`src/rtl/edge_waveform_generator.sv`:
```
// edge_waveform_generator: programmable square-wave source with cycle-aligned
// rising/falling edge strobes and a done strobe on completion.
// Optional feature macro: WAVEGEN_ABORT_EN adds an 'abort' input that ends an
// active wave on the next cycle.
module edge_waveform_generator #(
  parameter int unsigned CNT_W = 16
) (
  input  logic             clk,
  input  logic             reset,
  input  logic             start,
  input  logic             stop,
  input  logic [CNT_W-1:0] high_cnt,
  input  logic [CNT_W-1:0] low_cnt,
  input  logic [CNT_W-1:0] num_cycles,
`ifdef WAVEGEN_ABORT_EN
  input  logic             abort,
`endif
  output logic             clock_signal,
  output logic             pose_edge,
  output logic             neg_edge,
  output logic             busy,
  output logic             done
);

  typedef enum logic [1:0] {
    IDLE = 2'd0,
    HIGH = 2'd1,
    LOW  = 2'd2
  } state_t;

  state_t           state, state_next;
  logic [CNT_W-1:0] h_len, h_len_next;
  logic [CNT_W-1:0] l_len, l_len_next;
  logic [CNT_W-1:0] n_len, n_len_next;
  logic [CNT_W-1:0] phase_cnt, phase_next;
  logic [CNT_W-1:0] period_cnt, period_next;
  logic [CNT_W-1:0] period_inc;
  logic [CNT_W-1:0] h_start, l_start;
  logic             stop_pending, stop_pending_next;
  logic             clock_next, pose_next, neg_next, done_next;
  logic             phase_zero, last_period, abort_req;

  // Zero phase lengths are promoted to one cycle
  assign h_start    = (high_cnt == '0) ? CNT_W'(1) : high_cnt;
  assign l_start    = (low_cnt  == '0) ? CNT_W'(1) : low_cnt;
  assign phase_zero = (phase_cnt == '0);
  assign period_inc = period_cnt + CNT_W'(1);
  // A stop seen in the final LOW cycle still ends the wave there
  assign last_period = ((n_len != '0) && (period_inc == n_len)) || stop_pending || stop;

`ifdef WAVEGEN_ABORT_EN
  assign abort_req = abort && (state != IDLE);
`else
  assign abort_req = 1'b0;
`endif

  assign busy = (state != IDLE);

  // State and datapath registers with synchronous reset
  always_ff @(posedge clk) begin
    if (reset) begin
      state        <= IDLE;
      h_len        <= '0;
      l_len        <= '0;
      n_len        <= '0;
      phase_cnt    <= '0;
      period_cnt   <= '0;
      stop_pending <= 1'b0;
      clock_signal <= 1'b0;
      pose_edge    <= 1'b0;
      neg_edge     <= 1'b0;
      done         <= 1'b0;
    end else begin
      state        <= state_next;
      h_len        <= h_len_next;
      l_len        <= l_len_next;
      n_len        <= n_len_next;
      phase_cnt    <= phase_next;
      period_cnt   <= period_next;
      stop_pending <= stop_pending_next;
      clock_signal <= clock_next;
      pose_edge    <= pose_next;
      neg_edge     <= neg_next;
      done         <= done_next;
    end
  end

  // Next-state decode; abort overrides phase expiry and stop
  always_comb begin
    state_next = state;
    case (state)
      IDLE:    if (start) state_next = HIGH;
      HIGH:    if (phase_zero) state_next = LOW;
      LOW:     if (phase_zero) state_next = last_period ? IDLE : HIGH;
      default: state_next = IDLE;
    endcase
    if (abort_req) state_next = IDLE;
  end

  // Next values for the registered outputs, counters and latched settings
  always_comb begin
    h_len_next        = h_len;
    l_len_next        = l_len;
    n_len_next        = n_len;
    phase_next        = phase_cnt;
    period_next       = period_cnt;
    stop_pending_next = stop_pending | ((state != IDLE) & stop);
    clock_next        = clock_signal;
    pose_next         = 1'b0;
    neg_next          = 1'b0;
    done_next         = 1'b0;
    case (state)
      IDLE: begin
        stop_pending_next = 1'b0;
        clock_next        = 1'b0;
        if (start) begin
          h_len_next  = h_start;
          l_len_next  = l_start;
          n_len_next  = num_cycles;
          phase_next  = h_start - CNT_W'(1);
          period_next = '0;
          clock_next  = 1'b1;
          pose_next   = 1'b1;
        end
      end
      HIGH: begin
        if (phase_zero) begin
          clock_next = 1'b0;
          neg_next   = 1'b1;
          phase_next = l_len - CNT_W'(1);
        end else begin
          phase_next = phase_cnt - CNT_W'(1);
        end
      end
      LOW: begin
        if (phase_zero) begin
          period_next = period_inc;
          if (last_period) begin
            done_next         = 1'b1;
            stop_pending_next = 1'b0;
          end else begin
            clock_next = 1'b1;
            pose_next  = 1'b1;
            phase_next = h_len - CNT_W'(1);
          end
        end else begin
          phase_next = phase_cnt - CNT_W'(1);
        end
      end
      default: begin
        clock_next = 1'b0;
      end
    endcase
    if (abort_req) begin
      clock_next        = 1'b0;
      pose_next         = 1'b0;
      neg_next          = clock_signal;
      done_next         = 1'b1;
      stop_pending_next = 1'b0;
    end
  end

endmodule

```
`config.mk`:
```
export PLATFORM = sky130hd
export DESIGN_NAME = edge_waveform_generator
export DESIGN_NICKNAME = d
export VERILOG_FILES = /design/src/rtl/edge_waveform_generator.sv
export SDC_FILE = /design/constraint.sdc
export NUM_CORES = 1
export LEC_CHECK = 0
export CAP_MARGIN = 0
export CORE_ASPECT_RATIO = 0.7
export CORE_MARGIN = 2
export CORE_UTILIZATION = 52
export CTS_CLUSTER_DIAMETER = 50
export DETAILED_ROUTE_END_ITERATION = 12
export PLACE_DENSITY = 0.86
export REMOVE_ABC_BUFFERS = 1
export SLEW_MARGIN = 20
export SYNTH_ARGS = -nofsm -noshare
export SYNTH_HDL_FRONTEND = slang
export SYNTH_SLANG_ARGS = --single-unit
export TNS_END_PERCENT = 10
```
`constraint.sdc`:
```
create_clock -name clk -period 3 [get_ports clk]
set_input_delay 0.45 -clock clk [delete_from_list [all_inputs] [get_ports clk]]
set_output_delay 0.45 -clock clk [all_outputs]
set_load 0.01 [all_outputs]
```
==> results of run 1 <==
layout make-up:
class,count,area share
Clock inverter,4,0.00787
Inverter,16,0.00879
Sequential cell,87,0.255
Clock buffer,12,0.0361
Timing Repair Buffer,113,0.148
Antenna cell,1,0.000366
Multi-Input combinational cell,598,0.520
Tap cell,132,0.0242
state kept, by name, indices dropped and copies added (netlist names), 2 cells and up:
signal / flops
phase_cnt: 16
h_len: 16
l_len: 16
state: 2
n_len: 16
period_cnt: 16
stage by stage:
stage	hold WS (ps)	setup WS (ps)	area, um2
CTS	476	48.7	6750
finish	471	87.8	6840
floorplan	438	-281	5290
global route	498	-0.947	6830
detailed placement	467	-203	6440
global placement	457	-178	6440
layout by cell type (no fill, tap or decap), drive strengths merged, types with 13 or more instances in the layout:
master,netlist,final
a21oi,85,85
nand4,14,14
dfxtp,87,87
buf,11,57
nor2,59,59
inv,16,17
xor2,35,35
clkdlybuf4s50,0,55
nor3,26,26
nand2,130,130
xnor2,28,28
or4,13,13
nor4,25,25
o21ai,36,36
nand3,19,19
logic make-up (layout without fill, tap and decap cells):
family / count (synthesis) / after routing / share of synthesized area
xor+xnor: 63 / 63 / 0.101
simple gates: 328 / 328 / 0.289
mux: 3 / 3 / 0.00548
fa+ha+maj: 9 / 9 / 0.0205
buf+inv: 64 / 145 / 0.0454
compound gates: 195 / 195 / 0.221
other cells: 0 / 1 / 0
flops: 87 / 87 / 0.318
repair_timing:
item / CTS / global route
gates resized for setup: 1 / 10
gates cloned: 0 / 1
setup endpoints to repair: 1 / 24
setup buffers: 0 / 2
pin swaps: 0 / 1
tightest hold or removal path: cells and delay by family (launching register included):
kind	cells	cell delay, ps
AOI/OAI and AO/OA	1	50
DFF	1	320
and+or+nand+nor	1	60
where the power goes:
group / switching, mW / total (mW) / internal (mW)
sequential: 0.192 / 1.51 / 1.32
combinational: 1.17 / 1.99 / 0.817
clock: 0.471 / 1.14 / 0.672
total: 1.83 / 4.64 / 2.80
how the worst min path moves through the flow:
| stage | cells past startpoint | endpoint | start |
|---|---|---|---|
| detailed placement | 2 | l_len[15] | l_len[15] |
| global placement | 2 | h_len[15] | h_len[15] |
| floorplan | 2 | l_len[8] | l_len[8] |
| CTS | 2 | l_len[15] | l_len[15] |
| finish | 2 | l_len[15] | l_len[15] |
| global route | 2 | l_len[8] | l_len[8] |
per-layer routing:
metal,track usage,part of all wire,wire length [um],vias up
met5,0,0,0,-
li1,-,-,-,2847
met4,0.103,0.025,439,0
met2,0.436,0.42,7230,384
met3,0.0952,0.13,2300,60
met1,0.420,0.43,7380,2800
==> flow_metrics.tcl, run 1 <==
set metrics [dict create \
    outcome "finished clean" \
    critPathBufInv 1 \
    hpwl_um 12500 \
    firstDrtPassIters 6 \
    clock_skew_ps 8.19 \
    synth_area_um2 5480 \
    r2r_slack_ps 90 \
    area_delta_synth_final_pct 24.7 \
    required_ps 3240 \
    worst_ep_arrival_time_ps 3150 \
    cp_cell_sequence "ha_1 > nand3_1 > or4_1 > xnor2_1 > nor4_1 > and4b_2 > o311ai_4 > buf_4 > and3_1 > a31o_2" \
    p_leak_nw 2.60 \
    crit_family "simple AND/OR/NAND/NOR gates" \
    ys_seq_area_frac 0.318 \
    die_x_um 127 \
    netlist.area_leader.share 0.318 \
    maxCapViolations 0 \
    die_height_um 89.9 \
    synth.distinct_cells 65 \
    cpPeakStageDelay_ps 570 \
    final_cells 963 \
    peakVddDrop_uv 391 \
    r2r_cells 10 \
    relSlewSlack 0.383 \
    grt_max_degree 49 \
    crit_cells 10 \
    setup-violations-final 0 \
    ys_ff_latch 87 \
    cts_tree "built" \
    timing.final.crit_share 0.971 \
    yosysMostFrequentCell "nand2_1" \
    crit_fanout 6 \
    timing_hold_violations_final 0 \
    fin_total_pwr_mw 4.64 \
    critPathCapture "phase_cnt[6]" \
    route.detailed.drc 0 \
    nets 886 \
    ys_async_sr_fraction 0 \
    ys_warn_count 0 \
    grt_util_all_layers 0.300 \
    drv_slew 0 \
    ant_nets 0 \
    crit_slowest_cell "or4_1" \
    initial_core_util 0.531 \
    crit_path_end_kind "register" \
    r2r_start "period_cnt[1]" \
    wl_per_cell_um 18.0 \
    gp_congestion 1.03 \
    cellPowerDensity_nw_per_um2 679 \
    post-route-util 0.663 \
    cts_hold_buf 0 \
    hold_path_class "reg2reg" \
    dpl.cell_count 943 \
    cts_root_buf "clkbuf_16" \
    yosys-top-cells-count "129 x nand2_1, 87 x dfxtp_1, 84 x a21oi_1" \
    grt_pass1_vias 5605 \
    io_pins 57 \
    start_kind "register" \
    clk_latency_ps 350 \
    antenna_found_initial 1 \
    syn_inst 749 \
    worstMarginPinSlew_ps 926 \
    crit_type "reg2reg" \
    htreeDepth 3 \
    r2r_end "phase_cnt[6]" \
    clkSlewWorstSetupHoldPaths_ps 60 \
    overflow 0 \
    synthFlopType "dfxtp_1" \
    routed_via_density 6.33 \
    route.vias.total 6091 \
    grt_pass1_wl_um 27500 \
    drive_above_1_share 0.114 \
    dieArea_um2 11400 \
    row_count 31 \
    multiInputGateArea_um2 3550 \
    regArea_um2 1740 \
    yosysTopAreaCell "dfxtp_1" \
    fmax_mhz 343 \
    setup_tns_ps 0 \
    synth_area_leaders "dfxtp_1 32%, nand2_1 8.8%, a21oi_1 7.7%, xor2_1 5.6%, xnor2_1 4.5%" \
    synth_area_per_cell_um2 7.32 \
    port_buffers 56 \
    period_needed_ps 2910 \
    cts_buffers 9 \
    nFillCells 816 \
    routed_wl_um 17400 \
    drt_iter0_markers 917 \
    synth_edf_count 0 \
    design.core.area_um2 10300 \
    clockBufferDepth 2 \
    cp-startpoint "period_cnt[1]" \
    clock_sinks 87 \
]
(Power assumes the default switching activity.)
==> run 2, diff against run 1 <==
- CTS_BUF_LIST: unset -> sky130_fd_sc_hd__clkbuf_8
==> flow_metrics.tcl, run 2 (synthesis gave the netlist of run 1 again) <==
set metrics [dict create \
    final_cells 960 \
    switching_share 0.415 \
    pwr-share-comb 0.458 \
    port_buffers 56 \
    crit_fanout 6 \
    hpwl_um 12500 \
    row_count 31 \
    die_x_um 127 \
    period_needed_ps 2940 \
    grt_util_all_layers 0.298 \
    crit_type "reg2reg" \
    grt_max_degree 49 \
    route.vias.total 6052 \
    clock_sinks 87 \
    design.core.area_um2 10300 \
    post-route-util 0.648 \
    cellInternalPower_mw 2.54 \
    drive_above_1_share 0.109 \
    htreeDepth 3 \
    overflow 0 \
    drv_slew 0 \
    clkSlewWorstSetupHoldPaths_ps 90 \
    gp_congestion 1.03 \
    cp_cell_sequence "ha_1 > nand3_1 > or4_1 > xnor2_1 > nor4_1 > and4b_2 > o311a_1 > buf_4 > o211ai_1 > o21ai_0" \
    required_ps 3260 \
    timing.final.crit_share 0.980 \
    dieArea_um2 11400 \
    route.detailed.drc 0 \
    p_leak_nw 2.55 \
    cpPeakStageDelay_ps 580 \
    power_switching_mw 1.80 \
    fin_total_pwr_mw 4.33 \
    cts_root_buf "clkbuf_8" \
    worst_ep_arrival_time_ps 3200 \
    seqPwrFrac 0.348 \
    die_height_um 89.9 \
    nets 884 \
    grt_pass1_vias 5494 \
    final_common_cell "nand2_1" \
    clk_latency_ps 380 \
    design_area_um2 6680 \
    cts_buffers 9 \
    maxCapViolations 0 \
    ant_nets 0 \
    hold_path_class "reg2reg" \
    cts_tree "built" \
    power_frac_clock 0.195 \
    final_cell_mix "129 x nand2_1, 86 x dfxtp_1, 84 x a21oi_1, 59 x nor2_1, 55 x clkdlybuf4s50_1" \
    area_delta_synth_final_pct 21.9 \
    antennaDiodeCount 0 \
    nFillCells 836 \
    firstDrtPassIters 8 \
    start_kind "register" \
    regArea_um2 1740 \
    initial_core_util 0.531 \
    peakVddDrop_uv 290 \
    outcome "finished clean" \
    io_pins 57 \
    worstMarginPinSlew_ps 946 \
    clock_skew_ps 9.24 \
    setup-violations-final 0 \
    crit_slowest_cell "or4_1" \
    routed_via_density 6.30 \
    crit_path_end_kind "register" \
    timing_hold_violations_final 0 \
    grt_pass1_wl_um 27400 \
    antenna_found_initial 0 \
    place_area_um2 6440 \
    multiInputGateArea_um2 3520 \
    routed_wl_um 17100 \
    clockBufferDepth 2 \
    drt_iter0_markers 975 \
    wl_per_cell_um 17.8 \
    dpl.cell_count 943 \
    cellPowerDensity_nw_per_um2 649 \
    relSlewSlack 0.369 \
    rsz0062_at_grt "yes" \
    fmax_mhz 340 \
]
## run 2: cell count changes in the layout (fill, tap and decap cells not counted), sizes merged
cell	delta
buf	-1
clkbuf	-2
clkdlybuf4s15	-1
diode	-1
inv	+2
## run 2: what timing repair did
action | CTS | global route
hold buffers | 0 | 0
endpoints found under the setup margin | 1 | 25
resized for setup | 1 | 6
pin swaps | 0 | 1
hold endpoints to repair | 0 | 0
setup buffers | 0 | 1
## run 2: final cells by class
class                   instances  share of cell area
multi-input cells             598               0.527
flip-flops and latches         87               0.261
repair buffers                111               0.149
well taps                     132              0.0247
clock buffers                  10              0.0206
clock inverters                 6             0.00918
inverters                      16             0.00899
## run 2: final timing paths
path / from / to / slack, ps / depth (start not counted)
setup / recovery: period_cnt[1] / phase_cnt[12] / 60 / 10
hold / removal: l_len[15] / l_len[15] / 480 / 2
setup reg to reg: period_cnt[1] / phase_cnt[12] / 60 / 10
hold reg to reg: l_len[15] / l_len[15] / 480 / 2
## run 2: layer usage
metal / share of wire / vias up / GRT usage
li1: - / 2838 / -
met1: 0.44 / 2770 / 0.430
met2: 0.42 / 395 / 0.432
met3: 0.12 / 49 / 0.0839
met4: 0.022 / 0 / 0.0897
met5: 0 / - / 0
## run 2: power groups by stage
| stage | Clock, mW | Sequential [mW] | Combinational (mW) |
|---|---|---|---|
| after floorplan | 0 | 1.48 | 1.24 |
| after global placement | 0 | 1.51 | 1.82 |
| after detailed placement | 0 | 1.52 | 1.87 |
| after CTS | 0.848 | 1.50 | 1.89 |
| after global routing | 0.899 | 1.53 | 2.14 |
| final | 0.844 | 1.51 | 1.98 |
## run 2: worst max-delay path, delay by kind of cell (launching register included)
kind / cells / cell delay, ps
AOI/OAI and AO/OA: 3 / 680
DFF: 1 / 400
buffers and inverters: 1 / 190
and+or+nand+nor: 4 / 1100
xor gates and xnor gates: 1 / 260
adders and majority gates: 1 / 200
## run 2: metrics by stage
step | hold WS (ps) | setup TNS, ps | worst slack (ps)
CTS | 479 | 0 | 45.5
detailed placement | 467 | -748 | -203
global placement | 457 | -505 | -178
floorplan | 438 | -1230 | -281
finish | 477 | 0 | 60.8
global route | 502 | -52.0 | -27.4
==> run 3, diff against run 2 <==
- ABC_CLOCK_PERIOD_IN_PS: unset -> 3000
==> results of run 3 <==
The final DEF is identical to that of run 2; final timing and power are the same.
